## src/rtl/seed_bit_pack.sv

```systemverilog
// Seed descriptor packer: aligns seed-address valids with frame-memory pixel returns, compares each
// sample against the keypoint centre and packs the bits LSB-first into DW-bit words behind a 2-entry FIFO.
//
// state | meaning
// IDLE  | waiting for sample 0 of a keypoint
// ACC   | accumulating samples 1..NUM_SEED-1
module seed_bit_pack #(
    parameter int               NUM_SEED = 249,
    parameter int               DW       = 32,
    parameter int               PIX_W    = 8,
    parameter int               MEM_LAT  = 2,
    parameter logic [PIX_W-1:0] THR      = '0
) (
    input  logic             clk,
    input  logic             rst,
    input  logic             valid_addr1,
    input  logic             valid_addr2,
    input  logic             valid_addr3,
    input  logic             valid_addr4,
    input  logic [PIX_W-1:0] pix_in,
    input  logic [PIX_W-1:0] center_pix,
    output logic [DW-1:0]    desc_data,
    output logic             desc_last,
    output logic [23:0]      desc_meta,
    output logic             desc_valid,
    input  logic             desc_ready,
    output logic             kp_done,
    output logic             overflow
);

    localparam int SW = $clog2(NUM_SEED);
    localparam int PW = $clog2(DW);

    typedef enum logic [0:0] {IDLE, ACC} state_t;

    state_t            state;
    logic [MEM_LAT-1:0] dl1, dl2, dl3, dl4;
    logic              d1, d2, d3, d4;
    logic [SW-1:0]     seed_idx;
    logic [PW-1:0]     pos;
    logic [DW-1:0]     shreg;
    logic [PIX_W-1:0]  ref_pix;
    logic [7:0]        cnt2, cnt3, cnt4;

    // Valids ride a MEM_LAT-deep pipe so they meet the pixel coming back from memory.
    always_ff @(posedge clk or negedge rst) begin
        if (!rst) begin
            dl1 <= '0;
            dl2 <= '0;
            dl3 <= '0;
            dl4 <= '0;
        end else begin
            dl1[0] <= valid_addr1;
            dl2[0] <= valid_addr2;
            dl3[0] <= valid_addr3;
            dl4[0] <= valid_addr4;
            for (int i = 1; i < MEM_LAT; i++) begin
                dl1[i] <= dl1[i-1];
                dl2[i] <= dl2[i-1];
                dl3[i] <= dl3[i-1];
                dl4[i] <= dl4[i-1];
            end
        end
    end

    assign d1 = dl1[MEM_LAT-1];
    assign d2 = dl2[MEM_LAT-1];
    assign d3 = dl3[MEM_LAT-1];
    assign d4 = dl4[MEM_LAT-1];

    logic [PIX_W-1:0] ref_cmp;
    logic [PIX_W:0]   ref_thr;
    logic             bit_s;
    logic             last_s;
    logic             word_end;
    logic             push;
    logic [DW-1:0]    word_next;
    logic [7:0]       cnt2_n, cnt3_n, cnt4_n;
    logic [23:0]      push_meta;

    // Sample 0 compares against the live centre pixel, later samples against the latched copy.
    assign ref_cmp   = (seed_idx == '0) ? center_pix : ref_pix;
    assign ref_thr   = {1'b0, ref_cmp} + {1'b0, THR};
    assign bit_s     = {1'b0, pix_in} > ref_thr;
    assign last_s    = (seed_idx == SW'(NUM_SEED - 1));
    assign word_end  = (pos == PW'(DW - 1));
    assign push      = d1 & (word_end | last_s);
    assign word_next = shreg | (DW'(bit_s) << pos);

    assign cnt2_n    = (d2 && cnt2 != 8'hFF) ? cnt2 + 8'd1 : cnt2;
    assign cnt3_n    = (d3 && cnt3 != 8'hFF) ? cnt3 + 8'd1 : cnt3;
    assign cnt4_n    = (d4 && cnt4 != 8'hFF) ? cnt4 + 8'd1 : cnt4;
    assign push_meta = last_s ? {cnt4_n, cnt3_n, cnt2_n} : 24'h0;

    always_ff @(posedge clk or negedge rst) begin
        if (!rst) begin
            state    <= IDLE;
            seed_idx <= '0;
            pos      <= '0;
            shreg    <= '0;
            ref_pix  <= '0;
            cnt2     <= '0;
            cnt3     <= '0;
            cnt4     <= '0;
            kp_done  <= 1'b0;
        end else begin
            kp_done <= d1 & last_s;
            if (d1) begin
                case (state)
                    IDLE:    state <= last_s ? IDLE : ACC;
                    ACC:     state <= last_s ? IDLE : ACC;
                    default: state <= IDLE;
                endcase
                if (seed_idx == '0)
                    ref_pix <= center_pix;
                if (last_s) begin
                    seed_idx <= '0;
                    pos      <= '0;
                    shreg    <= '0;
                    cnt2     <= '0;
                    cnt3     <= '0;
                    cnt4     <= '0;
                end else begin
                    seed_idx <= seed_idx + SW'(1);
                    pos      <= word_end ? '0 : pos + PW'(1);
                    shreg    <= word_end ? '0 : word_next;
                    cnt2     <= cnt2_n;
                    cnt3     <= cnt3_n;
                    cnt4     <= cnt4_n;
                end
            end
        end
    end

    logic [DW-1:0] fifo_data [2];
    logic          fifo_last [2];
    logic [23:0]   fifo_meta [2];
    logic          wr_ptr, rd_ptr;
    logic [1:0]    fifo_cnt;
    logic          pop, full, do_write;

    assign full     = (fifo_cnt == 2'd2);
    assign pop      = (fifo_cnt != 2'd0) & desc_ready;
    // When full, a same-cycle pop frees the head slot, which is exactly where wr_ptr points.
    assign do_write = push & (~full | pop);

    always_ff @(posedge clk or negedge rst) begin
        if (!rst) begin
            for (int i = 0; i < 2; i++) begin
                fifo_data[i] <= '0;
                fifo_last[i] <= 1'b0;
                fifo_meta[i] <= '0;
            end
            wr_ptr   <= 1'b0;
            rd_ptr   <= 1'b0;
            fifo_cnt <= '0;
            overflow <= 1'b0;
        end else begin
            if (do_write) begin
                fifo_data[wr_ptr] <= word_next;
                fifo_last[wr_ptr] <= last_s;
                fifo_meta[wr_ptr] <= push_meta;
                wr_ptr            <= ~wr_ptr;
            end
            if (pop)
                rd_ptr <= ~rd_ptr;
            fifo_cnt <= fifo_cnt + {1'b0, do_write} - {1'b0, pop};
            if (push & full & ~pop)
                overflow <= 1'b1;
        end
    end

    assign desc_valid = (fifo_cnt != 2'd0);
    assign desc_data  = desc_valid ? fifo_data[rd_ptr] : '0;
    assign desc_last  = desc_valid ? fifo_last[rd_ptr] : 1'b0;
    assign desc_meta  = desc_valid ? fifo_meta[rd_ptr] : 24'h0;

endmodule

```

## config.mk

```make
export PLATFORM = sky130hd
export DESIGN_NAME = seed_bit_pack
export DESIGN_NICKNAME = d
export VERILOG_FILES = /design/src/rtl/seed_bit_pack.sv
export SDC_FILE = /design/constraint.sdc
export NUM_CORES = 1
export LEC_CHECK = 0
export ABC_AREA = 1
export CORE_AREA = 2 2 185 141
export DETAILED_ROUTE_END_ITERATION = 7
export DIE_AREA = 0 0 187 143
export PLACE_DENSITY = 0.58
export SYNTH_ARGS = -nofsm -noshare
export SYNTH_HDL_FRONTEND = slang
export SYNTH_SLANG_ARGS = --single-unit
```

## constraint.sdc

```tcl
create_clock -name clk -period 5.5 [get_ports clk]
set_clock_uncertainty 0.15 [all_clocks]
set_input_delay 0.825 -clock clk [delete_from_list [all_inputs] [get_ports clk]]
set_output_delay 0.825 -clock clk [all_outputs]
set_load 0.02 [all_outputs]
```

==> results.txt <==
Run status: finished, final reports clean
Drt total wl: 25.0 mm
Sequential Power Share: 0.376
Fin worst setup slack: 1520 ps
Post-Synthesis Cells: 1214
Post-synthesis simple-gate area fraction: 0.206
Full die area: 0.0267 mm^2
Leak: 0.00558 uW
Synth Area in Adders: 0.0216
Starting DRC count in detailed routing: 576
Synth Flop Type: dfrtp_1
Setup TNS: 0 ps
CP Class: reg -> out
Tot Pwr: 5060 uW
Final Hold Fails: 0
R2R cell count: 17
Routed vias: 7905
Antenna cells: 0
Crit end category: output pin
Sink Count: 205
RSZ-0062 raised after global routing: no
First drt pass iteration count: 5
Combinational power share: 0.320
Final period util: 0.724
Rows: 50
Hold Path Class: reg -> reg
DRC viols: 0
CP Launch Type: flip-flop
Warnings from Yosys: 0
VDD IR max: 0.303 mV
Tot GR Track Use: 0.191
Syn Area/Cell: 8.10 um^2
Final max-slew violation count: 0
Pwr/cell area: 436 mW/mm^2
Largest family of logic cells by synthesized area: simple AND/OR/NAND/NOR gates
Die W: 187 um
Seq/Total Area, Yosys: 0.521
Clock Latency Late Sink: 500 ps
Overflow after GRT: 0
Worst Hold Slack: 199 ps
Mapped Nets: 1254
Slew of the pin with the lowest slew margin: 1200 ps
Finished Core Util: 0.468
Post-synth EDFFs: 0
Cell area after synthesis: 0.00984 mm^2
Max Cap Viol: 0
DR WL/cell: 15.4 um
Core area: 0.0248 mm^2
Io pins: 83
Dpl hpwl: 15.4 mm
Switching fraction of total power: 0.360
Synth-to-layout area growth: 18.0%
Post-Synth XOR/XNOR Area: 0.0231
CP max FO: 29
Global-route wire length before repair: 41.3 mm
Synth cell types: 37
Initial core utilization: 0.396
H-tree level count: 1
Net switching power: 1820 uW
Initial antenna violation count: 0
Routability cong.: 0.804
Fraction of the mapped netlist area in compound gates: 0.145
Postcts setup bufs: 0
CTS tree: yes
Via/cell ratio: 4.89
Largest net degree at the start of global routing: 122
#FFs+latches synth: 205
Root Buffer Master: clkbuf_16
Clk pwr share: 0.304
Critical path arrival: 3010 ps
R2R Setup Slk: 1650 ps
Vias in the first global route: 7700
Hold Buf Count CTS: 0
Tmin final: 3980 ps
P_int: 3240 uW
Fmax: 0.251 GHz
Clock transition at path regs: 60 ps
Final setup fails: 0
Post-CTS sizing: 0
Ys async rst share: 1.00
Hold Path Depth: 0
Port Buffers: 82
Antenna Nets Post-Route: 0
Vert. Die Dim: 143 um
Net count, final: 1304
CP required: 4530 ps
Pre-CTS setup slack: 1660 ps
Max Buffers Root-to-Sink: 3
Relative slew slack: 0.201
Share of post-route cells with drive strength above 1: 0.0485
Multiplexer share of the synthesized area: 0.00712
Number of buffers created by CTS: 22
## cell families after synthesis
family,after synthesis
and+or+nand+nor,503
AOI/OAI and AO/OA,272
DFF,205
buffers and inverters,184
xor gates and xnor gates,26
adders and majority gates,17
muxes,7
## cells in the mapped netlist, drive strengths merged (7+ instances only)
| cell type | number | share of area |
|---|---|---|
| xor2 | 23 | 0.020 |
| buf | 26 | 0.016 |
| nand2 | 399 | 0.15 |
| inv | 116 | 0.044 |
| nand3 | 27 | 0.014 |
| nor2 | 40 | 0.016 |
| clkbuf | 40 | 0.015 |
| dfrtp | 205 | 0.52 |
| mux2i | 7 | 0.0071 |
| nor3 | 11 | 0.0056 |
| o21ai | 154 | 0.079 |
| ha | 17 | 0.022 |
| nand4 | 18 | 0.013 |
| a21oi | 96 | 0.049 |
| o22ai | 10 | 0.0064 |
## cells in the final DEF (no fill, tap or decap), types with 2 or more instances in the layout
master | Yosys | routed
nand3b_1 | 2 | 2
o21bai_1 | 3 | 3
clkbuf_1 | 40 | 6
nor2_2 | 1 | 2
mux2i_1 | 7 | 7
nor3_1 | 11 | 11
bufinv_16 | 0 | 2
or2_2 | 3 | 3
o211ai_1 | 3 | 3
clkinv_1 | 2 | 2
dfrtp_1 | 205 | 204
clkdlybuf4s50_1 | 0 | 81
xnor2_1 | 3 | 3
nor2b_1 | 2 | 2
clkinv_2 | 0 | 2
clkbuf_16 | 0 | 23
nor2_1 | 38 | 37
o22ai_1 | 10 | 10
inv_1 | 109 | 109
clkbuf_8 | 0 | 7
inv_2 | 7 | 7
o21ai_1 | 17 | 17
nand4_1 | 17 | 17
xor2_1 | 23 | 23
ha_1 | 17 | 17
a22o_1 | 3 | 3
a21oi_1 | 95 | 95
o21ai_0 | 136 | 136
nand3_1 | 27 | 27
o21a_1 | 2 | 2
buf_4 | 2 | 10
nand2_1 | 398 | 398
## cell type report
cell class / count / area, um^2
tap: 338 / 423
multi-input combinational: 825 / 3970
clock inverter: 4 / 70.1
sequential: 205 / 5130
timing repair buffer: 92 / 900
inverter: 118 / 443
fill: 2488 / 13200
clock buffer: 35 / 681
## metrics by stage
step,instances,cell area (um^2)
floorplan,1214,9840
global placement,1578,10900
detailed placement,1578,10900
CTS,1617,11600
global route,1617,11600
finish,1617,11600
## sequential cells by signal (all words and copies together), names as in the netlist, 5 cells and up
| name | count |
|---|---|
| cnt2 | 8 |
| cnt3 | 8 |
| cnt4 | 8 |
| fifo_data | 64 |
| fifo_meta | 48 |
| pos | 5 |
| ref_pix | 8 |
| seed_idx | 8 |
| shreg | 32 |
## critical path: stages (launching register included)
cell             delay [ps]
dfrtp_1                 390
nor2_2                   60
inv_1                   730
o21ai_0                 240
a21oi_1                 400
clkdlybuf4s50_1         680
## worst paths after layout
path / start / endpoint
max: fifo_cnt[1]$_DFF_PN0_ / desc_last
min: dl3[0]$_DFF_PN0_ / dl3[1]$_DFF_PN0_
max reg2reg: seed_idx[1]$_DFFE_PN0P_ / fifo_data[29]$_DFFE_PN0P_
min reg2reg: dl3[0]$_DFF_PN0_ / dl3[1]$_DFF_PN0_
max in group asynchronous: rst / fifo_data[10]$_DFFE_PN0P_
min in group asynchronous: rst / fifo_meta[12]$_DFFE_PN0P_
## power groups by stage
stage | sequential [uW] | clock [uW] | combinational, uW
final | 1900 | 1540 | 1620
after global routing | 1930 | 1650 | 1810
after CTS | 1900 | 1580 | 1640
after detailed placement | 1920 | 0 | 1620
after global placement | 1920 | 0 | 1620
after floorplan | 1850 | 0 | 1050
## routing by layer
layer / global-route usage / part of all wire / up-vias
li1: - / - / 3996
met1: 0.305 / 0.54 / 3686
met2: 0.271 / 0.39 / 191
met3: 0.0288 / 0.050 / 32
met4: 0.0368 / 0.017 / 0
met5: 0 / 0 / -
(Power assumes the default switching activity.)
